$ cat config.mk
export PLATFORM = sky130hd
export DESIGN_NAME = sync_ram_ctrl_flat
export DESIGN_NICKNAME = d
export VERILOG_FILES = /design/src/rtl/sync_ram_ctrl_if.sv /design/src/rtl/sync_ram_ctrl.sv /design/src/flat_wrapper.sv
export SDC_FILE = /design/constraint.sdc
export NUM_CORES = 1
export LEC_CHECK = 0
export BUFFER_PORTS_ARGS = -buffer_cell sky130_fd_sc_hd__buf_2
export CORE_MARGIN = 2
export CORE_UTILIZATION = 53
export CTS_BUF_LIST = sky130_fd_sc_hd__clkbuf_8
export DETAILED_ROUTE_END_ITERATION = 6
export PLACE_DENSITY = 0.78
export SETUP_SLACK_MARGIN = 0.5
export SLEW_MARGIN = 20
export SYNTH_ARGS = -nofsm -noshare
export SYNTH_HDL_FRONTEND = slang
export SYNTH_SLANG_ARGS = --single-unit
$ cat constraint.sdc
create_clock -name clk -period 2 [get_ports clk]
set_input_delay 0.4 -clock clk [delete_from_list [all_inputs] [get_ports clk]]
set_output_delay 0.4 -clock clk [all_outputs]
set_load 0.02 [all_outputs]
$ cat src/rtl/sync_ram_ctrl_if.sv
// sync_ram_ctrl_if: request/response valid-ready bundle between a requester and sync_ram_ctrl
interface sync_ram_ctrl_if #(
  parameter int DATA_WIDTH = 8,
  parameter int ADDR_WIDTH = 4
);
  logic                  req_valid;
  logic                  req_ready;
  logic                  req_we;
  logic [ADDR_WIDTH-1:0] req_addr;
  logic [DATA_WIDTH-1:0] req_wdata;
  logic                  rsp_valid;
  logic                  rsp_ready;
  logic [DATA_WIDTH-1:0] rsp_rdata;
  modport master (
    output req_valid, req_we, req_addr, req_wdata, rsp_ready,
    input  req_ready, rsp_valid, rsp_rdata
  );
  modport slave (
    input  req_valid, req_we, req_addr, req_wdata, rsp_ready,
    output req_ready, rsp_valid, rsp_rdata
  );
endinterface

$ cat src/rtl/sync_ram_ctrl.sv
// sync_ram_ctrl: credit-gated front-end for a 1-cycle-latency sync RAM with response FIFO; RAM_CLEAR_EN adds a post-reset zeroing sweep
module sync_ram_ctrl #(
  parameter int DATA_WIDTH = 8,
  parameter int ADDR_WIDTH = 4,
  parameter int RSP_DEPTH  = 4
) (
  input  logic                  clk,
  input  logic                  rst,
  sync_ram_ctrl_if.slave        bus,
  output logic                  busy,
  output logic                  ram_we,
  output logic [ADDR_WIDTH-1:0] ram_addr,
  output logic [DATA_WIDTH-1:0] ram_din,
  input  logic [DATA_WIDTH-1:0] ram_dout
);
  localparam int PW = $clog2(RSP_DEPTH);
  localparam int OW = PW + 1;
  logic [DATA_WIDTH-1:0] fifo [RSP_DEPTH];
  logic [PW-1:0]         wr_ptr, rd_ptr;
  logic [OW-1:0]         occ;
  logic                  rd_pending, run, clearing, accept, push, pop;
  logic [ADDR_WIDTH-1:0] clr_addr;
`ifdef RAM_CLEAR_EN
  typedef enum logic {CLEAR, RUN} state_t;
  state_t state, state_nxt;
  // state register and sweep counter; any reset restarts the sweep at address 0
  always_ff @(posedge clk)
    if (rst) begin
      state    <= CLEAR;
      clr_addr <= '0;
    end else begin
      state    <= state_nxt;
      clr_addr <= (state == CLEAR) ? clr_addr + 1'b1 : '0;
    end
  // leave CLEAR once the last address has been written
  always_comb begin
    state_nxt = (state == CLEAR && &clr_addr) ? RUN : state;
  end
  assign run      = !rst && state == RUN;
  assign clearing = !rst && state == CLEAR;
`else
  assign run      = !rst;
  assign clearing = 1'b0;
  assign clr_addr = '0;
`endif
  // a credit is every read still owed to the consumer: queued or in flight
  assign bus.req_ready = run && (({1'b0, occ} + (OW+1)'(rd_pending)) < (OW+1)'(RSP_DEPTH));
  assign accept        = bus.req_valid && bus.req_ready;
  assign busy          = clearing;
  assign ram_we        = clearing || (accept && bus.req_we);
  assign ram_addr      = clearing ? clr_addr : bus.req_addr;
  assign ram_din       = clearing ? '0 : bus.req_wdata;
  assign bus.rsp_valid = !rst && occ != '0;
  assign bus.rsp_rdata = fifo[rd_ptr];
  assign push          = !rst && rd_pending;
  assign pop           = bus.rsp_valid && bus.rsp_ready;
  // occupancy, pointers and the in-flight read flag
  always_ff @(posedge clk)
    if (rst) begin
      occ        <= '0;
      wr_ptr     <= '0;
      rd_ptr     <= '0;
      rd_pending <= 1'b0;
    end else begin
      rd_pending <= accept && !bus.req_we;
      wr_ptr     <= wr_ptr + PW'(push);
      rd_ptr     <= rd_ptr + PW'(pop);
      occ        <= occ + OW'(push) - OW'(pop);
    end
  // capture the RAM's registered read data; storage is deliberately not reset
  always_ff @(posedge clk)
    if (push) fifo[wr_ptr] <= ram_dout;
endmodule

$ cat src/flat_wrapper.sv
// flat-port wrapper written by rule: the top's interface ports become plain ports
module sync_ram_ctrl_flat 
#(
  parameter int DATA_WIDTH = 8,
  parameter int ADDR_WIDTH = 4,
  parameter int RSP_DEPTH  = 4
)
  (clk, rst, busy, ram_we, ram_addr, ram_din, ram_dout, bus_req_valid, bus_req_we, bus_req_addr, bus_req_wdata, bus_rsp_ready, bus_req_ready, bus_rsp_valid, bus_rsp_rdata);
  sync_ram_ctrl_if #(.DATA_WIDTH(DATA_WIDTH), .ADDR_WIDTH(ADDR_WIDTH)) bus_i ();
  input  logic clk;
  input  logic rst;
  output logic busy;
  output logic ram_we;
  output logic [ADDR_WIDTH-1:0] ram_addr;
  output logic [DATA_WIDTH-1:0] ram_din;
  input  logic [DATA_WIDTH-1:0] ram_dout;
  input wire logic [$bits(bus_i.req_valid)-1:0] bus_req_valid;
  input wire logic [$bits(bus_i.req_we)-1:0] bus_req_we;
  input wire logic [$bits(bus_i.req_addr)-1:0] bus_req_addr;
  input wire logic [$bits(bus_i.req_wdata)-1:0] bus_req_wdata;
  input wire logic [$bits(bus_i.rsp_ready)-1:0] bus_rsp_ready;
  output wire logic [$bits(bus_i.req_ready)-1:0] bus_req_ready;
  output wire logic [$bits(bus_i.rsp_valid)-1:0] bus_rsp_valid;
  output wire logic [$bits(bus_i.rsp_rdata)-1:0] bus_rsp_rdata;
  assign bus_i.req_valid = bus_req_valid;
  assign bus_i.req_we = bus_req_we;
  assign bus_i.req_addr = bus_req_addr;
  assign bus_i.req_wdata = bus_req_wdata;
  assign bus_i.rsp_ready = bus_rsp_ready;
  assign bus_req_ready = bus_i.req_ready;
  assign bus_rsp_valid = bus_i.rsp_valid;
  assign bus_rsp_rdata = bus_i.rsp_rdata;
  sync_ram_ctrl #(.DATA_WIDTH(DATA_WIDTH), .ADDR_WIDTH(ADDR_WIDTH), .RSP_DEPTH(RSP_DEPTH)) u_core (.clk(clk), .rst(rst), .bus(bus_i), .busy(busy), .ram_we(ram_we), .ram_addr(ram_addr), .ram_din(ram_din), .ram_dout(ram_dout));
endmodule
# [Word level (Yosys, flattened, before mapping)]
# Memories as Yosys holds them, arrays and structs flattened. A register that Yosys moved wholly into a read port is not among the register bits.
# Cells that the tools add are included.
[op_classes] add_sub_neg=5 mul=0 div=0 magnitude_cmp=1 n_eq_ne=0 n_shift=0 muxes=3 bitwise=0 reduce_logical=10
[op_table] operator="$logic_and A1 B1 Y1" n=7
[op_table] operator="$add A2 B1 Y2" n=2
[op_table] operator="$add A3 B1 Y4" n=1
[op_table] operator="$lt A4 B3 Y1 const B" n=1
[op_table] operator="$add A3 B1 Y3" n=1
[op_table] operator="$reduce_bool A3 Y1" n=1
[op_table] operator="$sub A3 B1 Y3" n=1
[op_table] operator="$logic_not A1 Y1" n=2
[op_table] operator="$mux W1" n=2
[op_table] operator="$mux W2" n=1
[totals] ff_bits=8 latchBits=0 mem_bits_rw=32 rom_bits=0 in_bits=25 output_inout_bits=24 memories=1
[memory_table] memory="u_core.fifo" words=4 width=8 rd=1 rd_clocked_by_memory_dff=1 write_ports=1 line_no="sync_ram_ctrl.sv:18" text="logic [DATA_WIDTH-1:0] fifo [RSP_DEPTH];"

# [Depth between registers and ports, before layout]
# Gate-level depths: netlist (run 1).
[depth] ltp_word=5 mapped_depth=8

# [Worst setup path after synthesis (run 1)]
# Ideal clock, no wire load.
[synth_path] kind="in2reg" start="in rst" end="reg u_core.occ[2]" arrival_ns=1.672 t_required_ns=1.871 path_slack_ns=0.199 stages=8 n_path_buf=0 path_cell_list="nand2b_1 nor3_1 a21o_2 ha_1 inv_1 fa_1 xnor2_1 nor2_1"
[synth_via] elab_chain_len=4
[synth_lines] item="start: declaration" line_no="flat_wrapper.sv:11" text="input logic rst;"
[synth_lines] item="$logic_not A1 Y1" line_no="sync_ram_ctrl.sv:53, sync_ram_ctrl.sv:55"
[synth_lines] item="$logic_and A1 B1 Y1, on equally long branches" line_no="sync_ram_ctrl.sv:55, sync_ram_ctrl.sv:53"
[synth_lines] item="$add A3 B1 Y3 or $logic_and A1 B1 Y1 (tied branches)" line_no="sync_ram_ctrl.sv:68, sync_ram_ctrl.sv:56"
[synth_lines] item="$sub A3 B1 Y3" line_no="sync_ram_ctrl.sv:68" text="occ <= occ + OW'(push) - OW'(pop);"
[synth_lines] item="end signal: assignment" line_no="sync_ram_ctrl.sv:68"
[synth_lines] item="end: declaration" line_no="sync_ram_ctrl.sv:20" text="logic [OW-1:0] occ;"
# Parallel ways exist; a longest one is shown, timed or not.
# A chain may end at the register's enable or synchronous reset.

==> impl_metrics.json, run 1 <==
{
  "status": "finished, final reports clean",
  "synth_common_cells": "edfxtp_1, buf_4, nor2_1, dfxtp_1, mux4_2",
  "required_ps": 1600,
  "synth_compound_area_frac": 0.0251,
  "grt_max_degree": 14,
  "crit_chain": "buf_6 -> mux4_2 -> buf_6",
  "drt_iter0_drc": 15,
  "syn-cell-area_um2": 1700,
  "synth-edff-count": 32,
  "dr.pass1.iters": 3,
  "muxShareOfSynthArea": 0.106,
  "crit_fanout": 5,
  "path_clk_slew_ps": 70,
  "endpoint_kind": "output pin",
  "area_growth_pct": 24.8,
  "pre_cts_ws_ps": 143,
  "final_nets": 161,
  "syn_inst": 104,
  "vias_per_cell": 5.23,
  "drive_gt1_frac": 0.579,
  "swShare": 0.281,
  "maxCapViolCount": 0,
  "grt_overflow": 0,
  "synth.distinct_cells": 28,
  "cts_max_level": 2,
  "tritoncts": "done",
  "syn_avg_cell_area_um2": 16.3,
  "power_per_cell_area_nw_per_um2": 984,
  "drt-total-wl_um": 2950,
  "ys_async_sr_fraction": 0,
  "critical_path_class": "flip-flop to output pin",
  "p_leak_nw": 0.770,
  "yosys_warnings": 0,
  "skew_ps": 2.69,
  "setup_viol": 0,
  "antenna_found_initial": 0,
  "die_width_um": 60.6,
  "ys_seq_elements": 40,
  "placedCellCount": 161,
  "portBuffers": 23,
  "synth_top_family_by_area": "multiplexers",
  "ys_seq_area_frac": 0.660,
  "path_delay_family": "multiplexers",
  "hp-class": "input pin to flip-flop",
  "max-vdd-ir-drop_v": 0.000530,
  "layout_setup_ws_ps": 154,
  "grt_pass1_wl_um": 4390,
  "grt_use_total": 0.178,
  "internal_power_mw": 1.50,
  "clock_path_buffers": 2,
  "yosys.area_share.adder": 0.0339,
  "cts.sinks": 40,
  "drv_slew": 0,
  "clk_latency_ps": 290,
  "synth_top_area_frac": 0.566,
  "dpl-instance-area_um2": 1820,
  "syn-num-nets": 133,
  "crit_arrival_ps": 1450,
  "critical_path.max_stage_delay_ps": 520,
  "crit_path_start_kind": "flip-flop",
  "wl_per_cell_um": 16.7,
  "vias": 925,
  "slowest_stage": "mux4_2",
  "p_comb_frac": 0.279,
  "diodes": 0,
  "grt_pass1_vias": 975,
  "ys.flop_type": "edfxtp_1",
  "grt_setup_unrepaired": "true",
  "num_rows": 20,
  "fin_crit_sh": 0.923,
  "max_freq_ghz": 0.542,
  "switchingPower_uw": 586,
  "yosysMostFrequentCell": "edfxtp_1",
  "die_h_um": 60.6,
  "cts.root.buffer_cell": "clkbuf_8",
  "hpwl_um": 1900,
  "place_congestion": 0.777,
  "io_pins": 49,
  "pwr-share-seq": 0.472,
  "post-route-min-period_ps": 1850,
  "numCtsBuffers": 5,
  "die_area_um2": 3670,
  "drc": 0,
  "critical_path_buf_inv_count": 2,
  "power_frac_clock": 0.249,
  "synth_area_leaders": "edfxtp_1, mux4_2, dfxtp_1",
  "hold_slack_ps": 289,
  "ant_nets": 0,
  "hold_violations": 0,
  "synth-simple-area-share": 0.0781,
  "synth_xor_area_frac": 0.0206,
  "synth_top_area_cell": "edfxtp_1",
  "tns_ps": 0,
  "final_cells": 177,
  "coreArea_um2": 3050,
  "path_common_cell": "buf_6",
  "final_area_um2": 2120,
  "initial_core_util": 0.556
}
[final timing paths]
check / startpoint / end / slack [ps] / depth (start not counted)
setup reg to reg: u_core.occ[1] / u_core.occ[1] / 350 / 8
hold reg to reg: u_core.wr_ptr[1] / u_core.wr_ptr[1] / 580 / 2
setup / recovery: u_core.rd_ptr[0] / bus_rsp_rdata[5] / 150 / 3
hold / removal: bus_req_we / u_core.rd_pending / 290 / 2
[layout by cell type (no fill, tap or decap), types with 3 or more instances in the layout]
master / synthesis / layout
edfxtp_1: 32 / 32
buf_2: 1 / 14
buf_6: 1 / 12
buf_4: 13 / 11
mux4_2: 8 / 8
nor2_1: 9 / 8
clkbuf_8: 0 / 5
nor3_2: 0 / 3
dfxtp_2: 0 / 3
dfxtp_1: 8 / 3
[layer usage]
metal / wire length (um) / GRT usage
met4: 107 / 0.115
met1: 1120 / 0.192
met3: 158 / 0.0661
met2: 1570 / 0.295
met5: 0 / 0
[repair_timing]
item | in CTS | in global routing
pin swaps | 5 | 2
endpoints found under the setup margin | 20 | 29
buffers inserted | 7 | 1
resized for setup | 40 | 5
hold buffers | 0 | 0
[logic make-up after synthesis]
logic type,Yosys count
buffers and inverters,18
multiplexers,8
AO/OA/AOI/OAI,5
adder cells (fa/ha/maj),4
other,1
AND/OR/NAND/NOR,24
flip-flops,40
XOR/XNOR,4
[sequential cells by signal, summed over array words and instances (netlist names)]
| signal | cells |
|---|---|
| u_core.fifo | 32 |
| u_core.occ | 3 |
| u_core.rd_ptr | 2 |
| u_core.wr_ptr | 2 |
| u_core.rd_pending | 1 |
[power groups by stage]
stage               clock [mW]  sequential [mW]  combinational (mW)
CTS                      0.534            0.978               0.561
floorplan                    0            0.976               0.329
global placement             0            0.983               0.377
detailed placement           0            0.987               0.387
global route             0.569            0.988               0.624
finish                   0.519            0.985               0.581
[cell type report]
type | instances | area [um^2]
inverters | 2 | 7.51
flip-flops and latches | 40 | 1130
fillers | 209 | 933
clock inverters | 3 | 18.8
repair buffers | 37 | 288
multi-input cells | 46 | 549
clock buffers | 5 | 68.8
well taps | 44 | 55.1
[worst reg2reg max path, stage by stage (launching register included)]
cell	delay (ps)
dfxtp_4	380
buf_6	130
nor2_4	110
nor3_4	40
a21o_2	200
ha_4	150
inv_2	50
fa_2	420
nor2_1	90
[per-stage QoR]
stage / power, mW / util
2_1_floorplan: 1.30 / -
3_3_place_gp: 1.36 / 0.596
3_5_place_dp: 1.37 / 0.596
4_1_cts: 2.07 / 0.685
5_1_grt: 2.18 / 0.694
6_report: 2.09 / 0.694
No activity file was read; power rests on OpenSTA's default activity.
==> inputs of run 2 (changes only) <==
Settings changed: PLACE_DENSITY 0.78 to 0.79.
==> run 2 against run 1 <==
Routed wire length shrank 0.71%; first-iteration DRC count grew 73%; non-clock buffer count is the same; critical endpoint is now bus_rsp_rdata[6]; die area is the same.
==> impl_metrics.json, run 2 (synthesis results as in run 1) <==
{
  "status": "finished, final reports clean",
  "skew_ps": 4.67,
  "die_area_um2": 3670,
  "fin_crit_sh": 0.933,
  "dr.pass1.iters": 4,
  "p_leak_nw": 0.782,
  "drc": 0,
  "pwr-share-seq": 0.446,
  "drt-total-wl_um": 2930,
  "rr_endpoint": "u_core.occ[1]",
  "regMostFlops": "u_core.fifo",
  "largest_register_ffs": 32,
  "max-vdd-ir-drop_v": 0.000602,
  "antenna_found_initial": 0,
  "setup_viol": 0,
  "swShare": 0.262,
  "wl_per_cell_um": 16.6,
  "p_comb_frac": 0.265,
  "io_pins": 49,
  "numCtsBuffers": 5,
  "required_ps": 1600,
  "holdCritStartpoint": "bus_req_we",
  "final_nets": 161,
  "mostFrequentLayoutCell": "edfxtp_1",
  "coreArea_um2": 3050,
  "area_growth_pct": 26.2,
  "power_frac_clock": 0.288,
  "drive_gt1_frac": 0.571,
  "die_h_um": 60.6,
  "max_freq_ghz": 0.536,
  "fillCellCount": 206,
  "power_mw": 2.21,
  "grt_use_total": 0.185,
  "final_cells": 177,
  "grt_setup_unrepaired": "true",
  "r2r_cells": 8,
  "switchingPower_uw": 580,
  "min_to": "u_core.rd_pending",
  "internal_power_mw": 1.63,
  "diodes": 0,
  "reg_top3": "u_core.fifo (32), u_core.occ (3)",
  "dpl-instance-area_um2": 1830,
  "grt_pass1_wl_um": 4600,
  "layout_setup_ws_ps": 134,
  "hpwl_um": 1870,
  "drt_iter0_drc": 26,
  "clock_path_buffers": 2,
  "endpoint_kind": "output pin",
  "final_area_um2": 2140,
  "num_rows": 20,
  "postCtsHoldBufs": 0,
  "portBuffers": 23,
  "drv_slew": 0,
  "critical_path_class": "flip-flop to output pin",
  "vias_per_cell": 5.24,
  "cts_max_level": 2,
  "path_clk_slew_ps": 70,
  "grt_pass1_vias": 994,
  "post-route-min-period_ps": 1870,
  "r2r_start": "u_core.occ[1]",
  "min_path_cells": 2,
  "vias": 928,
  "maxCapViolCount": 0,
  "initial_core_util": 0.556,
  "crit_path_start_kind": "flip-flop",
  "placedCellCount": 161,
  "hold_violations": 0,
  "tritoncts": "done",
  "hp-class": "input pin to flip-flop",
  "tns_ps": 0,
  "ant_nets": 0,
  "cts.sinks": 40,
  "place_congestion": 0.721,
  "grt_overflow": 0,
  "layout_common_cells": "edfxtp_1, buf_2, buf_4",
  "die_width_um": 60.6,
  "crit_arrival_ps": 1470,
  "reg2reg_slack_ps": 360,
  "grt_max_degree": 14,
  "crit_fanout": 8,
  "clk_latency_ps": 290,
  "power_per_cell_area_nw_per_um2": 1030,
  "cts.root.buffer_cell": "clkbuf_8",
  "pre_cts_ws_ps": 145,
  "startpoint": "u_core.rd_ptr[0]"
}
-- run 2: stage by stage --
stage | util | hold slack, ps
after global routing | 0.702 | 279
after CTS | 0.698 | 277
after detailed placement | 0.600 | 571
final | 0.702 | 281
after floorplan | - | 472
after global placement | 0.600 | 562
-- run 2: per-layer routing --
metal,vias up,GRT usage,share of wire
met4,0,0.0839,0.030
li1,429,-,-
met5,-,0,0
met3,15,0.0682,0.070
met1,444,0.214,0.37
met2,40,0.309,0.53
-- run 2: critical path: stages (launching register included) --
cell     delay (ps)
dfxtp_4         370
buf_12          140
mux4_2          520
buf_6           150
-- run 2: what timing repair did --
item,in CTS,in global routing
pin swaps,5,2
resized for setup,39,4
setup buffers,8,0
hold endpoints to repair,0,0
setup endpoints to repair,25,45
-- run 2: layout make-up --
type                            instances  area, um^2  share of cell area
Multi-Input combinational cell         46         541               0.252
Clock inverter                          3        42.5              0.0198
Clock buffer                            5        68.8              0.0321
Inverter                                2        7.51             0.00350
Timing Repair Buffer                   37         295               0.138
Sequential cell                        40        1130               0.529
Tap cell                               44        55.1              0.0257
-- run 2: how the worst max path moves through the flow --
stage,endpoint,slack (ps),depth (start not counted)
finish,bus_rsp_rdata[6],130,3
global route,bus_rsp_rdata[6],90,3
CTS,bus_rsp_rdata[7],120,3
detailed placement,u_core.occ[2],140,9
global placement,u_core.fifo[3][3],210,5
floorplan,u_core.occ[2],350,8
-- run 2: power by group through the flow --
stage	clock network (mW)	registers [mW]	logic, mW
after floorplan	0	0.976	0.329
after global placement	0	0.991	0.382
after detailed placement	0	0.995	0.391
after CTS	0.653	0.983	0.569
after global routing	0.682	0.991	0.636
final	0.637	0.987	0.587
